[config.mk]
export PLATFORM = sky130hd
export DESIGN_NAME = dffram_arbiter
export DESIGN_NICKNAME = d
export VERILOG_FILES = /design/src/rtl/dffram_arbiter_pkg.sv /design/src/rtl/dffram_arbiter_rr_lock_arb.sv /design/src/rtl/dffram_arbiter.sv
export SDC_FILE = /design/constraint.sdc
export NUM_CORES = 1
export LEC_CHECK = 0
export BUFFER_PORTS_ARGS = -buffer_cell sky130_fd_sc_hd__buf_2
export CORE_AREA = 2 2 93 95
export DETAILED_ROUTE_END_ITERATION = 8
export DIE_AREA = 0 0 95 97
export GPL_ROUTABILITY_DRIVEN = 0
export GPL_TIMING_DRIVEN = 0
export PLACE_DENSITY = 0.56
export SYNTH_ARGS = -nofsm -noshare
export SYNTH_HDL_FRONTEND = slang
export SYNTH_SLANG_ARGS = --single-unit
export TNS_END_PERCENT = 30
[constraint.sdc]
create_clock -name CLK -period 2.6 [get_ports CLK]
set_clock_uncertainty 0.15 [all_clocks]
set_input_delay 0.13 -clock CLK [delete_from_list [all_inputs] [get_ports CLK]]
set_output_delay 0.13 -clock CLK [all_outputs]
set_load 0.1 [all_outputs]
[src/rtl/dffram_arbiter_pkg.sv]
`default_nettype none
// ============================================================================
// Module      : dffram_arbiter_pkg
// Description : Shared types and constants for the two-port DFFRAM arbiter.
//               - port_idx_t : identifies requester port 0 or port 1
//               - c_WE_READ  : byte-write-enable pattern that denotes a read
// Revision    : 1.0 - initial release
// ============================================================================
package dffram_arbiter_pkg;

  typedef enum logic {
    PORT_0 = 1'b0,
    PORT_1 = 1'b1
  } port_idx_t;

  localparam logic [3:0] c_WE_READ = 4'b0000;

endpackage
`default_nettype wire

[src/rtl/dffram_arbiter_rr_lock_arb.sv]
`default_nettype none
// ============================================================================
// Module      : rr_lock_arb
// Description : Two-way round-robin arbiter with a burst lock counter.
//               The previous winner keeps the grant while it holds req+lock
//               and has had fewer than MAX_LOCK consecutive grants; otherwise
//               contention is resolved in favour of the port not granted last.
// Ports       : CLK, RST  - clock, asynchronous active-high reset
//               req[1:0]  - per-port requests
//               lock[1:0] - per-port burst lock requests
//               gnt[1:0]  - one-hot (or zero) grant, combinational
//               sel       - winning port index (valid when gnt != 0)
// Revision    : 1.0 - initial release
// ============================================================================
module rr_lock_arb
  import dffram_arbiter_pkg::*;
#(
  parameter int MAX_LOCK = 8
) (
  input  logic       CLK,
  input  logic       RST,
  input  logic [1:0] req,
  input  logic [1:0] lock,
  output logic [1:0] gnt,
  output port_idx_t  sel
);

  localparam int                  c_CNT_W = $clog2(MAX_LOCK + 1);
  localparam logic [c_CNT_W-1:0]  c_MAX   = c_CNT_W'(MAX_LOCK);
  localparam logic [c_CNT_W-1:0]  c_ONE   = c_CNT_W'(1);

  port_idx_t          r_last_gnt;
  logic [c_CNT_W-1:0] r_lock_cnt;

  logic      w_hold;
  port_idx_t w_win;

  // A non-zero count means the last-granted port also won the previous cycle,
  // so it is the only port that may be holding a lock.
  always_comb begin
    w_hold = (r_lock_cnt != '0) && (r_lock_cnt < c_MAX) &&
             req[r_last_gnt] && lock[r_last_gnt];
    w_win  = PORT_0;
    if (w_hold) begin
      w_win = r_last_gnt;
    end else if (&req) begin
      w_win = (r_last_gnt == PORT_0) ? PORT_1 : PORT_0;
    end else if (req[1]) begin
      w_win = PORT_1;
    end
  end

  always_comb begin
    gnt = 2'b00;
    if ((|req) && !RST) begin
      gnt[w_win] = 1'b1;
    end
  end

  assign sel = w_win;

  always_ff @(posedge CLK or posedge RST) begin
    if (RST) begin
      r_last_gnt <= PORT_1;
      r_lock_cnt <= '0;
    end else if (|gnt) begin
      r_last_gnt <= w_win;
      if ((w_win == r_last_gnt) && lock[w_win] && (r_lock_cnt != '0)) begin
        // Saturate so a lone locking requester cannot wrap the counter.
        if (r_lock_cnt < c_MAX) begin
          r_lock_cnt <= r_lock_cnt + c_ONE;
        end
      end else begin
        r_lock_cnt <= c_ONE;
      end
    end else begin
      r_lock_cnt <= '0;
    end
  end

endmodule
`default_nettype wire

[src/rtl/dffram_arbiter.sv]
`default_nettype none
// ============================================================================
// Module      : dffram_arbiter
// Description : Two-port front end for a single-port DFFRAM. Arbitrates port
//               requests (round-robin with burst lock), steers the winner's
//               command to the RAM in the grant cycle and returns read data
//               one cycle later on the requesting port.
// Ports       : CLK, RST              - clock, asynchronous active-high reset
//               pN_req/lock/we/a/di   - port N command (N = 0, 1)
//               pN_gnt                - port N accepted this cycle
//               pN_rvalid/pN_do       - port N read response (do = 0 if idle)
//               ram_en/we/a/di        - DFFRAM command
//               ram_do                - DFFRAM read data (1-cycle latency)
// Revision    : 1.0 - initial release
// ============================================================================
module dffram_arbiter
  import dffram_arbiter_pkg::*;
#(
  parameter  int COLS     = 1,
  parameter  int MAX_LOCK = 8,
  localparam int A_WIDTH  = 8 + $clog2(COLS)
) (
  input  logic               CLK,
  input  logic               RST,
  input  logic               p0_req,
  input  logic               p0_lock,
  input  logic [3:0]         p0_we,
  input  logic [A_WIDTH-1:0] p0_a,
  input  logic [31:0]        p0_di,
  output logic               p0_gnt,
  output logic               p0_rvalid,
  output logic [31:0]        p0_do,
  input  logic               p1_req,
  input  logic               p1_lock,
  input  logic [3:0]         p1_we,
  input  logic [A_WIDTH-1:0] p1_a,
  input  logic [31:0]        p1_di,
  output logic               p1_gnt,
  output logic               p1_rvalid,
  output logic [31:0]        p1_do,
  output logic               ram_en,
  output logic [3:0]         ram_we,
  output logic [A_WIDTH-1:0] ram_a,
  output logic [31:0]        ram_di,
  input  logic [31:0]        ram_do
);

  logic [1:0] w_gnt;
  port_idx_t  w_sel;
  logic       w_rd_issue;

  logic       r_rvalid;
  port_idx_t  r_rsel;

  rr_lock_arb #(
    .MAX_LOCK (MAX_LOCK)
  ) u_arb (
    .CLK  (CLK),
    .RST  (RST),
    .req  ({p1_req, p0_req}),
    .lock ({p1_lock, p0_lock}),
    .gnt  (w_gnt),
    .sel  (w_sel)
  );

  assign p0_gnt = w_gnt[0];
  assign p1_gnt = w_gnt[1];

  // Command steering: the RAM bus is all-zero when nobody is granted.
  always_comb begin
    ram_en = |w_gnt;
    ram_we = 4'b0000;
    ram_a  = '0;
    ram_di = 32'h0;
    if (w_gnt[1]) begin
      ram_we = p1_we;
      ram_a  = p1_a;
      ram_di = p1_di;
    end else if (w_gnt[0]) begin
      ram_we = p0_we;
      ram_a  = p0_a;
      ram_di = p0_di;
    end
  end

  assign w_rd_issue = ram_en && (ram_we == c_WE_READ);

  // Single-stage response pipeline matching the RAM's read latency.
  always_ff @(posedge CLK or posedge RST) begin
    if (RST) begin
      r_rvalid <= 1'b0;
      r_rsel   <= PORT_0;
    end else begin
      r_rvalid <= w_rd_issue;
      if (w_rd_issue) begin
        r_rsel <= w_sel;
      end
    end
  end

  assign p0_rvalid = r_rvalid && (r_rsel == PORT_0);
  assign p1_rvalid = r_rvalid && (r_rsel == PORT_1);
  assign p0_do     = p0_rvalid ? ram_do : 32'h0;
  assign p1_do     = p1_rvalid ? ram_do : 32'h0;

endmodule
`default_nettype wire

==> impl_metrics.tcl <==
set metrics [dict create \
    async_flop_share_pct 100 \
    vdd_drop_max_mv 0.250 \
    drive_above_1_share_pct 70.9 \
    grt_pass1_vias 2387 \
    ys_warn_count 0 \
    fmaxAchievable_mhz 378 \
    seqPwrFrac_pct 7.5 \
    synth_common_cells "44 x a22o_1, 33 x and2_1, 32 x and3_1, 9 x buf_6, 9 x clkbuf_1" \
    initial_core_util_pct 17.4 \
    relSlewSlack_pct 67.0 \
    ant_nets 0 \
    synth_top_area_share_pct 27.3 \
    vias 2444 \
    max_cap_violations 0 \
    synth_cell_type_count 32 \
    grtUsageMet2_pct 31.8 \
    pwr-share-comb_pct 83.1 \
    placeableCoreArea_sq_um 8130 \
    final_nets 562 \
    p_per_area_nw_per_um2 442 \
    syn_nets 308 \
    crit_type "register to primary output" \
    place_area_sq_um 2900 \
    cts_max_level 1 \
    drc 0 \
    critPathMaxStageDelay_ps 480 \
    setup_ws_ps -46.5 \
    yosys-top-cells-area "a22o_1 27%, and2_1 15%, and3_1 14%, dfrtp_1 11%, buf_6 7.2%" \
    synth.avg_cell_area_sq_um 7.85 \
    grt_usage_pct 16.1 \
    nFillCells 751 \
    power_switching_mw 0.986 \
    dieHeight_um 97 \
    clkTransAtPathRegs_ps 40 \
    pin_count 239 \
    required_ps 2320 \
    overflow 0 \
    busiest_layer "met2" \
    start_kind "register" \
    synth_seq_cells 7 \
    cpMaxStageDelayCell "or4b_1" \
    synth_cells 180 \
    cts_root_buf "clkbuf_8" \
    p_sw_share_pct 58.7 \
    fin_util_pct 46.7 \
    grt.met3_usage_pct 2.10 \
    wl_um 8130 \
    finalCritPeriodShare_pct 102 \
    final_area_sq_um 3800 \
    rsz0062_at_grt "true" \
    final-max-slew-violation-count 0 \
    intPower_mw 0.695 \
    rows 33 \
    die_area_sq_um 9220 \
    drtIter0Drc 28 \
    insertion_delay_ps 230 \
    clockBufferDepth 2 \
    holdCritPathClass "primary input to register" \
    worstMarginPinSlew_ps 498 \
    portBuffers 238 \
    critPathMaxFanout 10 \
    area_delta_synth_final_pct 169 \
    crit_chain "inv_1 -> ha_2 -> nor2b_4 -> or4b_1 -> buf_6 -> a31oi_4 -> buf_12 -> buf_8 -> a22o_2 -> buf_12" \
    p_leak_nw 2.18 \
    hpwl_um 5990 \
    setup_viol 40 \
    via_per_inst 4.54 \
    worstPathArrival_ps 2370 \
    cts_buffers 3 \
    synth.largest_area_cell "a22o_1" \
    p_clk_share_pct 9.4 \
    tritoncts "yes" \
    antenna_found_initial 0 \
    synth_ff_type "dfrtp_1" \
    yosysMostFrequentCell "a22o_1" \
    synth_edf_count 0 \
    fin_crit_ps 2650 \
    wl_per_cell_um 15.1 \
    die_w_um 95 \
    grt_util_met1_pct 17.6 \
    synthesis.area_sq_um 1410 \
    firstDrtPassIters 4 \
    outcome "finished, violations left" \
    ys_seq_area_share_pct 12.5 \
    grt_pass1_wl_um 11900 \
    worst_path_most_repeated_cell "buf_12" \
    grt_max_degree 11 \
    n_antenna_cell 0 \
    cp-end-kind "primary output" \
    hold_viol_final 0 \
    violations "setup timing" \
    cts_sinks 7 \
]
==> stage by stage <==
| stage | setup WS [ps] | total power [mW] | hold WS, ps | std cells | setup TNS [ps] |
|---|---|---|---|---|---|
| 3_3_place_gp | -343 | 1.24 | 3.85 | 523 | -12980 |
| 4_1_cts | -46.9 | 1.67 | 138 | 537 | -1340 |
| 2_1_floorplan | -205 | 1.03 | -201 | 180 | -4280 |
| 3_5_place_dp | -388 | 1.25 | 3.97 | 523 | -14970 |
| 5_1_grt | -134 | 1.74 | 172 | 538 | -4640 |
| 6_report | -46.5 | 1.68 | 135 | 538 | -967 |
==> area by class of cell <==
cell class                      instances  area (sq um)  area share [%]
Inverter                                7          26.3           0.691
Sequential cell                         7           176            4.64
Clock buffer                            4          45.0            1.18
Tap cell                              105           131            3.46
Buffer                                 18           159            4.18
Multi-Input combinational cell        148          1320            34.8
Timing Repair Buffer                  249          1940            51.1
==> kinds of logic (layout without fill, tap and decap cells) <==
logic type               count (synthesis)  count (layout)  share of synthesized area [%]
AND/OR/NAND/NOR                         83              84                           36.3
AO/OA/AOI/OAI                           62              62                           37.6
buffers and inverters                   26             278                           11.8
flip-flops                               7               7                           12.5
adder cells (fa/ha/maj)                  2               2                           1.77
==> critical path, delay by kind of cell, from the launching register on <==
kind            cells  cell delay, ps
buf+inv             5             680
simple gates        2             610
flops               1             350
compound gates      2             340
fa+ha+maj           1             170
==> power groups by stage <==
stage	registers [mW]	logic [mW]	clock network [mW]
floorplan	0.124	0.902	0
global placement	0.129	1.11	0
detailed placement	0.129	1.12	0
CTS	0.127	1.38	0.160
global route	0.127	1.44	0.170
finish	0.127	1.40	0.157
==> routing by layer <==
layer  vias up  share of wire, %
li1       1190                 -
met1      1120                37
met2       120                54
met3        14               6.9
met4         0               1.5
met5         -                 0
==> final timing paths <==
path                                      from                   to  slack, ps  cells past startpoint
min in group asynchronous                  RST               r_rsel        320                      3
max                        u_arb.r_lock_cnt[1]            ram_di[4]        -50                     10
max in group asynchronous                  RST     u_arb.r_last_gnt       1670                      3
max reg2reg                u_arb.r_lock_cnt[1]               r_rsel        430                      9
min                                    p1_lock  u_arb.r_lock_cnt[0]        140                      4
min reg2reg                   u_arb.r_last_gnt     u_arb.r_last_gnt        400                      1
==> cells in the final DEF, fill, tap and decap left out, types with 6 or more instances in the layout <==
cell type and instances:
buf_2 192, buf_12 41, and2_1 33, and3_1 32
a22o_4 23, a22o_2 16, buf_6 12, clkbuf_1 10
inv_1 7, buf_4 7, dfrtp_1 6
==> sequential cells by signal, summed over array words and instances (netlist names) <==
register          cells
r_rsel                1
r_rvalid              1
u_arb.r_last_gnt      1
u_arb.r_lock_cnt      4
==> timing repair <==
action / CTS / global route
hold buffers: 1 / 0
gates resized for setup: 186 / 7
gates cloned: 3 / 0
hold endpoints to repair: 6 / 0
pin swaps: 4 / 12
endpoints found under the setup margin: 46 / 46
buffers inserted: 7 / 1
Note: power is estimated with default switching activity, not from simulation.
